--- src/rtl/seq_divider.sv ---
// rtl/seq_divider.sv - iterative unsigned shift-and-subtract divider, one quotient bit per clock
// Results (q/r/dbz) are held between completions; a new start may be accepted in the DONE cycle.
module seq_divider #(
   parameter int WIDTH = 32,
   parameter int CW    = 6
) (
   input  logic             clk,
   input  logic             rst,
   input  logic             start,
   input  logic [WIDTH-1:0] in1,
   input  logic [WIDTH-1:0] in2,
   output logic             busy,
   output logic             done,
   output logic [WIDTH-1:0] q,
   output logic [WIDTH-1:0] r,
   output logic             dbz
);

   typedef enum logic [1:0] {IDLE, RUN, DONE} state_t;

   state_t           state;
   logic [CW-1:0]    cnt;
   logic [WIDTH-1:0] rem;
   logic [WIDTH-1:0] dvd;
   logic [WIDTH-1:0] dvs;

   logic [WIDTH:0]   shifted;
   logic [WIDTH-1:0] diff;
   logic             ge;
   logic [WIDTH-1:0] rem_nxt;
   logic [WIDTH-1:0] quo_nxt;

   // A set carry-out bit means the shifted remainder already exceeds any divisor,
   // and the low WIDTH bits of the difference are then exact.
   always_comb begin
      shifted = {rem, dvd[WIDTH-1]};
      diff    = shifted[WIDTH-1:0] - dvs;
      ge      = shifted[WIDTH] | (shifted[WIDTH-1:0] >= dvs);
      rem_nxt = ge ? diff : shifted[WIDTH-1:0];
      quo_nxt = {dvd[WIDTH-2:0], ge};
   end

   always_ff @(posedge clk) begin
      if (rst) begin
         state <= IDLE;
         cnt   <= '0;
         rem   <= '0;
         dvd   <= '0;
         dvs   <= '0;
         busy  <= 1'b0;
         done  <= 1'b0;
         q     <= '0;
         r     <= '0;
         dbz   <= 1'b0;
      end else begin
         case (state)
            IDLE, DONE: begin
               done  <= 1'b0;
               state <= IDLE;
               if (start) begin
                  dvs <= in2;
                  dvd <= in1;
                  rem <= '0;
                  cnt <= CW'(WIDTH);
                  if (in2 == '0) begin
                     state <= DONE;
                     busy  <= 1'b0;
                     done  <= 1'b1;
                     q     <= '1;
                     r     <= in1;
                     dbz   <= 1'b1;
                  end else begin
                     state <= RUN;
                     busy  <= 1'b1;
                  end
               end
            end
            RUN: begin
               rem <= rem_nxt;
               dvd <= quo_nxt;
               cnt <= cnt - CW'(1);
               if (cnt == CW'(1)) begin
                  state <= DONE;
                  busy  <= 1'b0;
                  done  <= 1'b1;
                  q     <= quo_nxt;
                  r     <= rem_nxt;
                  dbz   <= 1'b0;
               end
            end
            default: state <= IDLE;
         endcase
      end
   end

endmodule

--- config.mk ---
export PLATFORM = sky130hd
export DESIGN_NAME = seq_divider
export DESIGN_NICKNAME = d
export VERILOG_FILES = /design/src/rtl/seq_divider.sv
export SDC_FILE = /design/constraint.sdc
export NUM_CORES = 1
export LEC_CHECK = 0
export CORE_MARGIN = 10
export CORE_UTILIZATION = 51
export CTS_CLUSTER_DIAMETER = 200
export DETAILED_ROUTE_END_ITERATION = 8
export PLACE_DENSITY = 0.82
export SKIP_LAST_GASP = 1
export SYNTH_ARGS = -nofsm -noshare
export SYNTH_HDL_FRONTEND = slang
export SYNTH_SLANG_ARGS = --single-unit
--- constraint.sdc ---
create_clock -name clk -period 5.5 [get_ports clk]
set_input_delay 1.1 -clock clk [delete_from_list [all_inputs] [get_ports clk]]
set_output_delay 1.1 -clock clk [all_outputs]
set_load 0.005 [all_outputs]
[Word level (Yosys, flattened, before mapping)]
Cells that the tools add are included.
Storage, ports and cells
  word-level logic and storage cells: 59
  input bits: 67
  register bits after elaboration: 171
Operators by class
  $lt $le $gt $ge: 1
  add/subtract/negate cells: 2
  eq/ne operators: 6
  reduce and logical (&&, ||, !) cells: 9
  bitwise logic cells: 1
  multiplexer cells: 30
Operators with widths (number)
  2-to-1 mux 32 bit: 9
  one-hot mux 32 bit (2 select lines): 4
  greater-or-equal comparator 32 bit: 1
  zero test 32 bit: 1
  subtractor 32 bit: 1
  one-hot mux 6 bit (2 select lines): 1
  2-to-1 mux 1 bit: 8
  == test 6 x 1 -> 1 bit (second input constant): 1
  2-to-1 mux 2 bit: 3
  2-to-1 mux 6 bit: 1
  inequality test 2 bit (second input constant): 3
  one-hot mux 1 bit (2 select lines): 3
  AND reduction 2 bit: 3
  subtractor 6 x 1 -> 6 bit (second input constant): 1
  one-hot mux 2 bit (2 select lines): 1
  AND reduction 4 bit: 1
  AND reduction 3 bit: 1
  == test 2 x 1 -> 1 bit (second input constant): 1
  == test 2 bit (second input constant): 1
  zero test 2 bit: 1
  nonzero test 2 bit: 1
  OR reduction 2 bit: 1
  bitwise OR 1 bit: 1

[Depth between registers and ports, before layout]
Gate-level depths: netlist of run 1.
  word-level depth: 5
  mapped depth: 14
  mapped depth without buffers: 13

[Least setup slack after synthesis of run 1]
OpenSTA, ideal clock, no wires.
  path kind: reg-to-reg
  start point: register dvd[31]
  end point: register r[30]
  library setup time: 0.103 ns
  path slack: 2.872 ns
  data required time: 5.397 ns
  path buffers: 0
  stages on the path, launching flop included: 14
  arrival time: 2.525 ns
  cells stage by stage: dfxtp_1 > inv_1 > ha_1 > fa_1 > nor2b_1 > o21ai_2 > a21oi_1 > nor2_2 > o21ai_1 > o31ai_2 > o21ai_1 > a311oi_1 > o21a_1 > a2111oi_2
On the way
  cells in the longest elaborated chain, start to end: 5
RTL lines
  start: declaration: line 24  | logic [WIDTH-1:0] dvd;
  start signal: assignment: line 62  | dvd <= in1;
  start signal: assignment: line 80  | dvd <= quo_nxt;
  greater-or-equal comparator 32 bit: line 38  | ge = shifted[WIDTH] | (shifted[WIDTH-1:0] >= dvs);
  bitwise OR 1 bit: line 38
  2-to-1 mux 32 bit (*): line 39  | rem_nxt = ge ? diff : shifted[WIDTH-1:0];
  2-to-1 mux 32 bit (*): line 82  | if (cnt == CW'(1)) begin
  one-hot mux 32 bit (2 select lines) (*): line 56  | case (state)
  end signal: assignment: line 70  | r <= in1;
  end signal: assignment: line 87  | r <= rem_nxt;
  end: declaration: line 15  | output logic [WIDTH-1:0] r,
Mark *: on every way between the ends. The rest lies on a longest branch, timed or not. The select of a mux whose other input is x is not followed.
A chain may end at the register's enable or synchronous reset.

[Worst setup path after layout of run 1]
  start point: input in2[6]
  end point: register r[28]
On the way
  cells in the longest elaborated chain, start to end: 3
RTL lines
  start: declaration: line 11  | input logic [WIDTH-1:0] in2,
  zero test 32 bit: line 65  | if (in2 == '0) begin
  inequality test 2 bit (no source line)
  AND reduction 4 bit (no source line)
Every way passes these cells.

==> results of run 1 <==
[layout make-up]
| class | instances | area (um2) | share of cell area (%) |
|---|---|---|---|
| Clock inverter | 13 | 110.1 | 1.046 |
| Tap cell | 220 | 275.3 | 2.615 |
| Clock buffer | 19 | 442.9 | 4.207 |
| Multi-Input combinational cell | 789 | 4703 | 44.68 |
| Inverter | 45 | 168.9 | 1.604 |
| Timing Repair Buffer | 143 | 1404 | 13.33 |
| Sequential cell | 171 | 3423 | 32.52 |
[cell usage after synthesis, types with 3 or more instances]
master	instances
dfxtp_1	171
and3_1	3
nand2b_1	10
nand2_1	201
o22ai_1	11
o21ai_0	33
nor4_1	10
a211oi_1	14
a22oi_1	3
nor2b_1	4
nand3_1	11
a311oi_1	35
clkbuf_1	61
buf_2	8
xor2_1	15
nor2_1	116
nand4_1	10
o211ai_1	4
buf_1	7
ha_1	34
and2_1	4
o21bai_1	4
a21oi_1	137
xnor2_1	14
o221a_2	31
o21a_1	7
o21ai_1	5
nor3_1	9
a21o_1	9
mux2i_1	17
inv_1	45
[sequential cells by signal (all words and copies together), names as in the netlist]
name   flops
rem       32
dbz        1
done       1
busy       1
q         32
dvd       32
dvs       32
cnt        6
r         32
state      2
[power groups by stage]
stage / Combinational, mW / Clock [mW] / Sequential [mW]
after floorplan: 2.93 / 0 / 1.51
after global placement: 3.58 / 0 / 1.56
after detailed placement: 3.63 / 0 / 1.57
after CTS: 3.64 / 1.14 / 1.54
after global routing: 4.04 / 1.19 / 1.57
final: 3.68 / 1.14 / 1.55
[metal layers]
layer	part of all wire (%)	vias to the layer above
li1	-	4006
met1	48	3677
met2	42	303
met3	7.4	32
met4	1.8	0
met5	0	-
[path summary, 6_finish.rpt]
| path | startpoint | endpoint | slack [ns] | cells past startpoint |
|---|---|---|---|---|
| setup reg to reg | dvs[2] | r[31] | 1.90 | 12 |
| hold / removal | dvs[19] | dvs[19] | 0.45 | 2 |
| hold reg to reg | dvs[19] | dvs[19] | 0.45 | 2 |
| setup / recovery | in2[6] | r[28] | 1.74 | 8 |
[cell families (layout without fill, tap and decap cells)]
group	after synthesis	in the layout	synth area share [%]
multiplexers	19	19	2.239
adder cells (fa/ha/maj)	35	35	5.175
XOR/XNOR	29	29	2.951
flip-flops	171	171	39.77
buffers and inverters	125	220	5.887
AO/OA/AOI/OAI	321	321	25.47
AND/OR/NAND/NOR	385	385	18.51
[per-stage QoR]
step           utilization, %  worst slack [ns]  instances  total power, mW
2_1_floorplan               -             2.872       1085            4.439
3_3_place_gp            60.15             1.411       1368            5.143
3_5_place_dp            60.15             1.331       1368            5.194
4_1_cts                 63.48             1.763       1400            6.326
5_1_grt                 63.48             1.413       1400            6.803
6_report                63.48             1.741       1400            6.364
[cells in the final DEF, fill, tap and decap left out, types with 3 or more instances in the layout]
| cell | instances |
|---|---|
| o211ai_1 | 4 |
| inv_1 | 45 |
| a211oi_1 | 14 |
| and2_1 | 4 |
| and3_1 | 3 |
| buf_4 | 11 |
| dfxtp_1 | 171 |
| nor3_1 | 9 |
| o21ai_0 | 33 |
| o221a_2 | 31 |
| clkinv_4 | 3 |
| xor2_1 | 15 |
| o21bai_1 | 4 |
| a21o_1 | 9 |
| clkbuf_16 | 17 |
| xnor2_1 | 14 |
| nand2_1 | 200 |
| nand4_1 | 10 |
| o22ai_1 | 11 |
| inv_6 | 3 |
| clkinvlp_4 | 4 |
| o21ai_1 | 5 |
| nor2_1 | 116 |
| ha_1 | 34 |
| o21a_1 | 7 |
| a22oi_1 | 3 |
| nor4_1 | 10 |
| mux2i_1 | 17 |
| nand3_1 | 11 |
| nand2b_1 | 8 |
| clkdlybuf4s50_1 | 132 |
| a21oi_1 | 136 |
| a311oi_1 | 35 |
[worst max-delay path, cell delays in order]
cell	delay, ns
clkdlybuf4s50_1	0.45
nor4_1	0.32
nand4_1	0.20
nor2_1	0.38
nand2_1	0.17
nand2_2	0.63
nand2_1	0.50
o32ai_1	0.34
==> flow_metrics.env, run 1 <==
export IMPL_outcome="completed"
export IMPL_ys_seq_elements=171
export IMPL_combinational_fraction_of_design_power_pct=57.8
export IMPL_timing_max_cap_violations=0
export IMPL_postRouteAntennaNets=0
export IMPL_grt_total_usage_pct=21.21
export IMPL_final_layout_size_suffix_gt1_share_pct=7.966
export IMPL_timing_worst_slew_pin_value_ns=1.101
export IMPL_dieArea_mm2=0.02247
export IMPL_ctsLongestPathBuffers=2
export IMPL_slew_violations=0
export IMPL_clk_transition_reported_paths_ns=0.07
export IMPL_report_final_hold_viol_count=0
export IMPL_io_buffer_count=133
export IMPL_grt_first_pass_wirelength_mm=39.00
export IMPL_syn_nets=1187
export IMPL_place_detailed_hpwl_mm=17.97
export IMPL_cts_repair_timing_setup_buffer_count=0
export IMPL_yosysSeqAreaShare_pct=39.77
export IMPL_critical_path_max_fanout=44
export IMPL_row_count=47
export IMPL_required_ns=5.83
export IMPL_cts_hold_buffers_added=0
export IMPL_fin_tns_setup_ns=0
export IMPL_placedInstanceArea_mm2=0.009975
export IMPL_clock_root_buffer="clkbuf_16"
export IMPL_antenna_found_initial=0
export IMPL_grt_busiest_layer="met2"
export IMPL_fillCellCount=1508
export IMPL_intPower_mw=3.483
export IMPL_worstHoldPathType="reg2reg"
export IMPL_met1_usage_pct=30.15
export IMPL_switchingPower_mw=2.881
export IMPL_avg_synthesized_cell_area_um2=7.933
export IMPL_synth_top_area_cell="dfxtp_1"
export IMPL_drtPass1Iterations=6
export IMPL_drt_iter0_markers=587
export IMPL_cp_class="in2reg"
export IMPL_numCtsBuffers=17
export IMPL_postRouteWirelength_mm=24.39
export IMPL_ys_warn_count=0
export IMPL_leakagePower_nw=4.117
export IMPL_die_y_um=149.9
export IMPL_antenna_diode_count=0
export IMPL_drt_vias_per_instance=5.727
export IMPL_synthFlopType="dfxtp_1"
export IMPL_vdd_ir_drop_max_mv=0.5160
export IMPL_nNetsFinal=1269
export IMPL_final_cell_area_mm2=0.01053
export IMPL_num_io_pins=134
export IMPL_detailroute_via_count=8018
export IMPL_post_cts_sizing_count=0
export IMPL_area_growth_syn_to_layout_pct=22.31
export IMPL_wire_per_inst_um=17.42
export IMPL_power_share_switching_pct=45.27
export IMPL_pwr_share_clk_pct=17.8
export IMPL_grt_max_degree=107
export IMPL_critPathLaunchType="primary input"
export IMPL_slew_limit_headroom_pct=26.59
export IMPL_max_clock_freq_ghz=0.2660
export IMPL_start_util_pct=51.90
export IMPL_post_synth_main_area_contributors="dfxtp_1 40%, nand2_1 8.8%, a21oi_1 8.0%"
export IMPL_power_density_cell_area_mw_per_mm2=604.5
export IMPL_postSynth_asyncResetShare_pct=0
export IMPL_die_x_um=149.9
export IMPL_met2_usage_pct=31.53
export IMPL_globalplace_congestion=0.9022
export IMPL_fin_worst_skew_ns=0.009993
export IMPL_worstSetupEndpointType="register"
export IMPL_synth_top_cell_area_share_pct=39.77
export IMPL_grt_setup_unrepaired="no"
export IMPL_setup_viol_count_final=0
export IMPL_worst_hold_slack_ns=0.4549
export IMPL_tritoncts="yes"
export IMPL_clk_latency_ns=0.43
export IMPL_synthDistinctLibCells=60
export IMPL_final_min_period_over_clock_period_pct=68.34
export IMPL_cp_data_arrival_time_ns=4.09
export IMPL_via_count_of_the_first_global_routing_pass=7573
export IMPL_synth_edff_count=0
export IMPL_netlist_area_mm2=0.008607
export IMPL_groute_layer_met3_usage_pct=4.136
export IMPL_netlist_instances=1085
export IMPL_clock_sinks=171
export IMPL_core_area_mm2=0.01658
export IMPL_final_period_minus_worst_setup_slack_ns=3.759
export IMPL_detail_route_drc_violations=0
export IMPL_gr_total_overflow=0
export IMPL_h_tree_depth=4
export IMPL_pwr_share_seq_pct=24.4
Note: power is estimated with default switching activity, not from simulation.
==> run 2, diff against run 1 <==
--- a/config.mk
+++ b/config.mk
@@ -6,10 +6,10 @@
 export NUM_CORES = 1
 export LEC_CHECK = 0
 export CORE_MARGIN = 10
-export CORE_UTILIZATION = 51
+export CORE_UTILIZATION = 49
 export CTS_CLUSTER_DIAMETER = 200
 export DETAILED_ROUTE_END_ITERATION = 8
-export PLACE_DENSITY = 0.82
+export PLACE_DENSITY = 0.83
 export SKIP_LAST_GASP = 1
 export SYNTH_ARGS = -nofsm -noshare
 export SYNTH_HDL_FRONTEND = slang
==> constraint.sdc (replaced) <==
create_clock -name clk -period 3.15 [get_ports clk]
set_input_delay 0.63 -clock clk [delete_from_list [all_inputs] [get_ports clk]]
set_output_delay 0.63 -clock clk [all_outputs]
set_load 0.005 [all_outputs]
==> run 2 against run 1 <==
Net effect:
- sequential cell count stayed put
- non-clock buffer count rose by 15
- cell count grew 1.4%
- global-route usage fell by 0.58 points
- worst setup slack got worse by 1.5 ns
- via count up 2.8%
- largest cell class unchanged
- utilization down 1.4 points
- critical path depth grew 4
==> flow_metrics.env, run 2 (synthesis results as in run 1) <==
export IMPL_outcome="completed"
export IMPL_tritoncts="yes"
export IMPL_core_area_mm2=0.01724
export IMPL_final_layout_size_suffix_gt1_share_pct=9.372
export IMPL_detail_route_drc_violations=0
export IMPL_setup_viol_count_final=0
export IMPL_antenna_found_initial=0
export IMPL_ctsLongestPathBuffers=2
export IMPL_drt_iter0_markers=669
export IMPL_report_final_hold_viol_count=0
export IMPL_nNetsFinal=1284
export IMPL_clock_sinks=171
export IMPL_die_x_um=152.5
export IMPL_cpMaxStageDelayCell="ha_1"
export IMPL_cts_hold_buffers_added=0
export IMPL_clk_transition_reported_paths_ns=0.07
export IMPL_num_io_pins=134
export IMPL_h_tree_depth=4
export IMPL_start_util_pct=49.93
export IMPL_final_period_minus_worst_setup_slack_ns=2.929
export IMPL_place_ws_ns=0.1051
export IMPL_leakagePower_nw=4.205
export IMPL_final_cell_mix="200 x nand2_1, 171 x dfxtp_1, 135 x a21oi_1"
export IMPL_vdd_ir_drop_max_mv=0.7020
export IMPL_critPathLaunchType="register"
export IMPL_via_count_of_the_first_global_routing_pass=7720
export IMPL_grt_setup_unrepaired="yes"
export IMPL_timing_max_cap_violations=0
export IMPL_critical_path_max_stage_delay_ns=0.39
export IMPL_postRouteAntennaNets=0
export IMPL_drt_vias_per_instance=5.804
export IMPL_final_cell_area_mm2=0.01069
export IMPL_place_detailed_hpwl_mm=18.72
export IMPL_grt_first_pass_wirelength_mm=40.10
export IMPL_final_common_cell="nand2_1"
export IMPL_worstPathCellList="ha_1 > a21oi_1 > o211ai_1 > a21oi_1 > o21ai_2 > a31oi_4 > buf_12 > buf_4 > mux2i_1 > nor2_1 > a21oi_1 > o22ai_1"
export IMPL_slew_violations=0
export IMPL_placedInstanceArea_mm2=0.01013
export IMPL_cp_class="reg2reg"
export IMPL_numCtsBuffers=17
export IMPL_max_clock_freq_ghz=0.3414
export IMPL_worstHoldPathType="reg2reg"
export IMPL_cp_data_arrival_time_ns=3.23
export IMPL_clock_root_buffer="clkbuf_16"
export IMPL_postRouteWirelength_mm=25.05
export IMPL_fin_worst_skew_ns=0.009086
export IMPL_detailroute_via_count=8242
export IMPL_slew_limit_headroom_pct=43.22
export IMPL_gr_total_overflow=0
export IMPL_layout_setup_ws_ns=0.2208
export IMPL_power_total_mw=11.43
export IMPL_dieArea_mm2=0.02327
export IMPL_row_count=48
export IMPL_required_ns=3.45
export IMPL_timing_worst_slew_pin_value_ns=0.8517
export IMPL_critical_path_max_fanout=30
export IMPL_die_y_um=152.5
export IMPL_fin_util_pct=62.04
export IMPL_io_buffer_count=133
export IMPL_wire_per_inst_um=17.64
export IMPL_antenna_diode_count=0
export IMPL_critical_path_most_common_cell="a21oi_1"
export IMPL_final_min_period_over_clock_period_pct=92.99
export IMPL_grt_max_degree=68
export IMPL_drtPass1Iterations=5
export IMPL_globalplace_congestion=0.9387
export IMPL_power_density_cell_area_mw_per_mm2=1069
export IMPL_area_growth_syn_to_layout_pct=24.23
export IMPL_grt_total_usage_pct=20.63
export IMPL_clk_latency_ns=0.44
export IMPL_worstSetupEndpointType="register"
run 2: report_power, final:
part | switching (mW) | internal [mW] | leakage [nW]
combinational | 3.91 | 2.84 | 2.55
sequential | 0.274 | 2.44 | 1.39
clock | 0.934 | 1.03 | 0.258
run 2: final timing paths:
kind           start  endpoint  slack [ns]  cells past startpoint
max          rem[20]      r[4]        0.22                     12
min          dvs[27]   dvs[27]        0.46                      2
max reg2reg  rem[20]      r[4]        0.22                     12
min reg2reg  dvs[27]   dvs[27]        0.46                      2
run 2: layout make-up:
class	count	area (um2)
clock buffer	19	432.9
tap	225	281.5
timing repair buffer	158	1554
fill	1546	6544
sequential	171	3423
inverter	45	168.9
multi-input combinational	789	4721
clock inverter	13	111.4
run 2: routing by layer:
metal	wire, um	global-route usage, %	vias up
li1	-	-	4030
met1	11670	28.75	3816
met2	10950	31.24	369
met3	1965	4.177	27
met4	457	6.403	0
met5	0	0	-
run 2: stage by stage:
| stage | setup TNS, ns | std cells | hold WS (ns) |
|---|---|---|---|
| 3_5_place_dp | 0 | 1388 | 0.4482 |
| 6_report | 0 | 1420 | 0.4556 |
| 2_1_floorplan | 0 | 1085 | 0.4293 |
| 5_1_grt | -0.01679 | 1420 | 0.4828 |
| 4_1_cts | 0 | 1420 | 0.4575 |
| 3_3_place_gp | 0 | 1388 | 0.4418 |
run 2: critical path: cells and delay by family, from the launching register on:
family | cells | cell delay, ns
AO/OA/AOI/OAI | 7 | 1.30
adder cells (fa/ha/maj) | 1 | 0.39
buffers and inverters | 2 | 0.43
flip-flops | 1 | 0.36
multiplexers | 1 | 0.23
AND/OR/NAND/NOR | 1 | 0.08
run 2: timing repair:
item / 4_1_cts / 5_1_grt
buffers inserted: 0 / 0
gates resized for setup: 0 / 5
endpoints found under the setup margin: 0 / 36
hold endpoints to repair: 0 / 0
==> run 3, diff against run 2 <==
--- a/config.mk
+++ b/config.mk
@@ -10,6 +10,7 @@
 export CTS_CLUSTER_DIAMETER = 200
 export DETAILED_ROUTE_END_ITERATION = 8
 export PLACE_DENSITY = 0.83
+export SKIP_CTS_REPAIR_TIMING = 1
 export SKIP_LAST_GASP = 1
 export SYNTH_ARGS = -nofsm -noshare
 export SYNTH_HDL_FRONTEND = slang
==> results of run 3 <==
No change in the layout: final DEF, timing and power equal those of run 2.
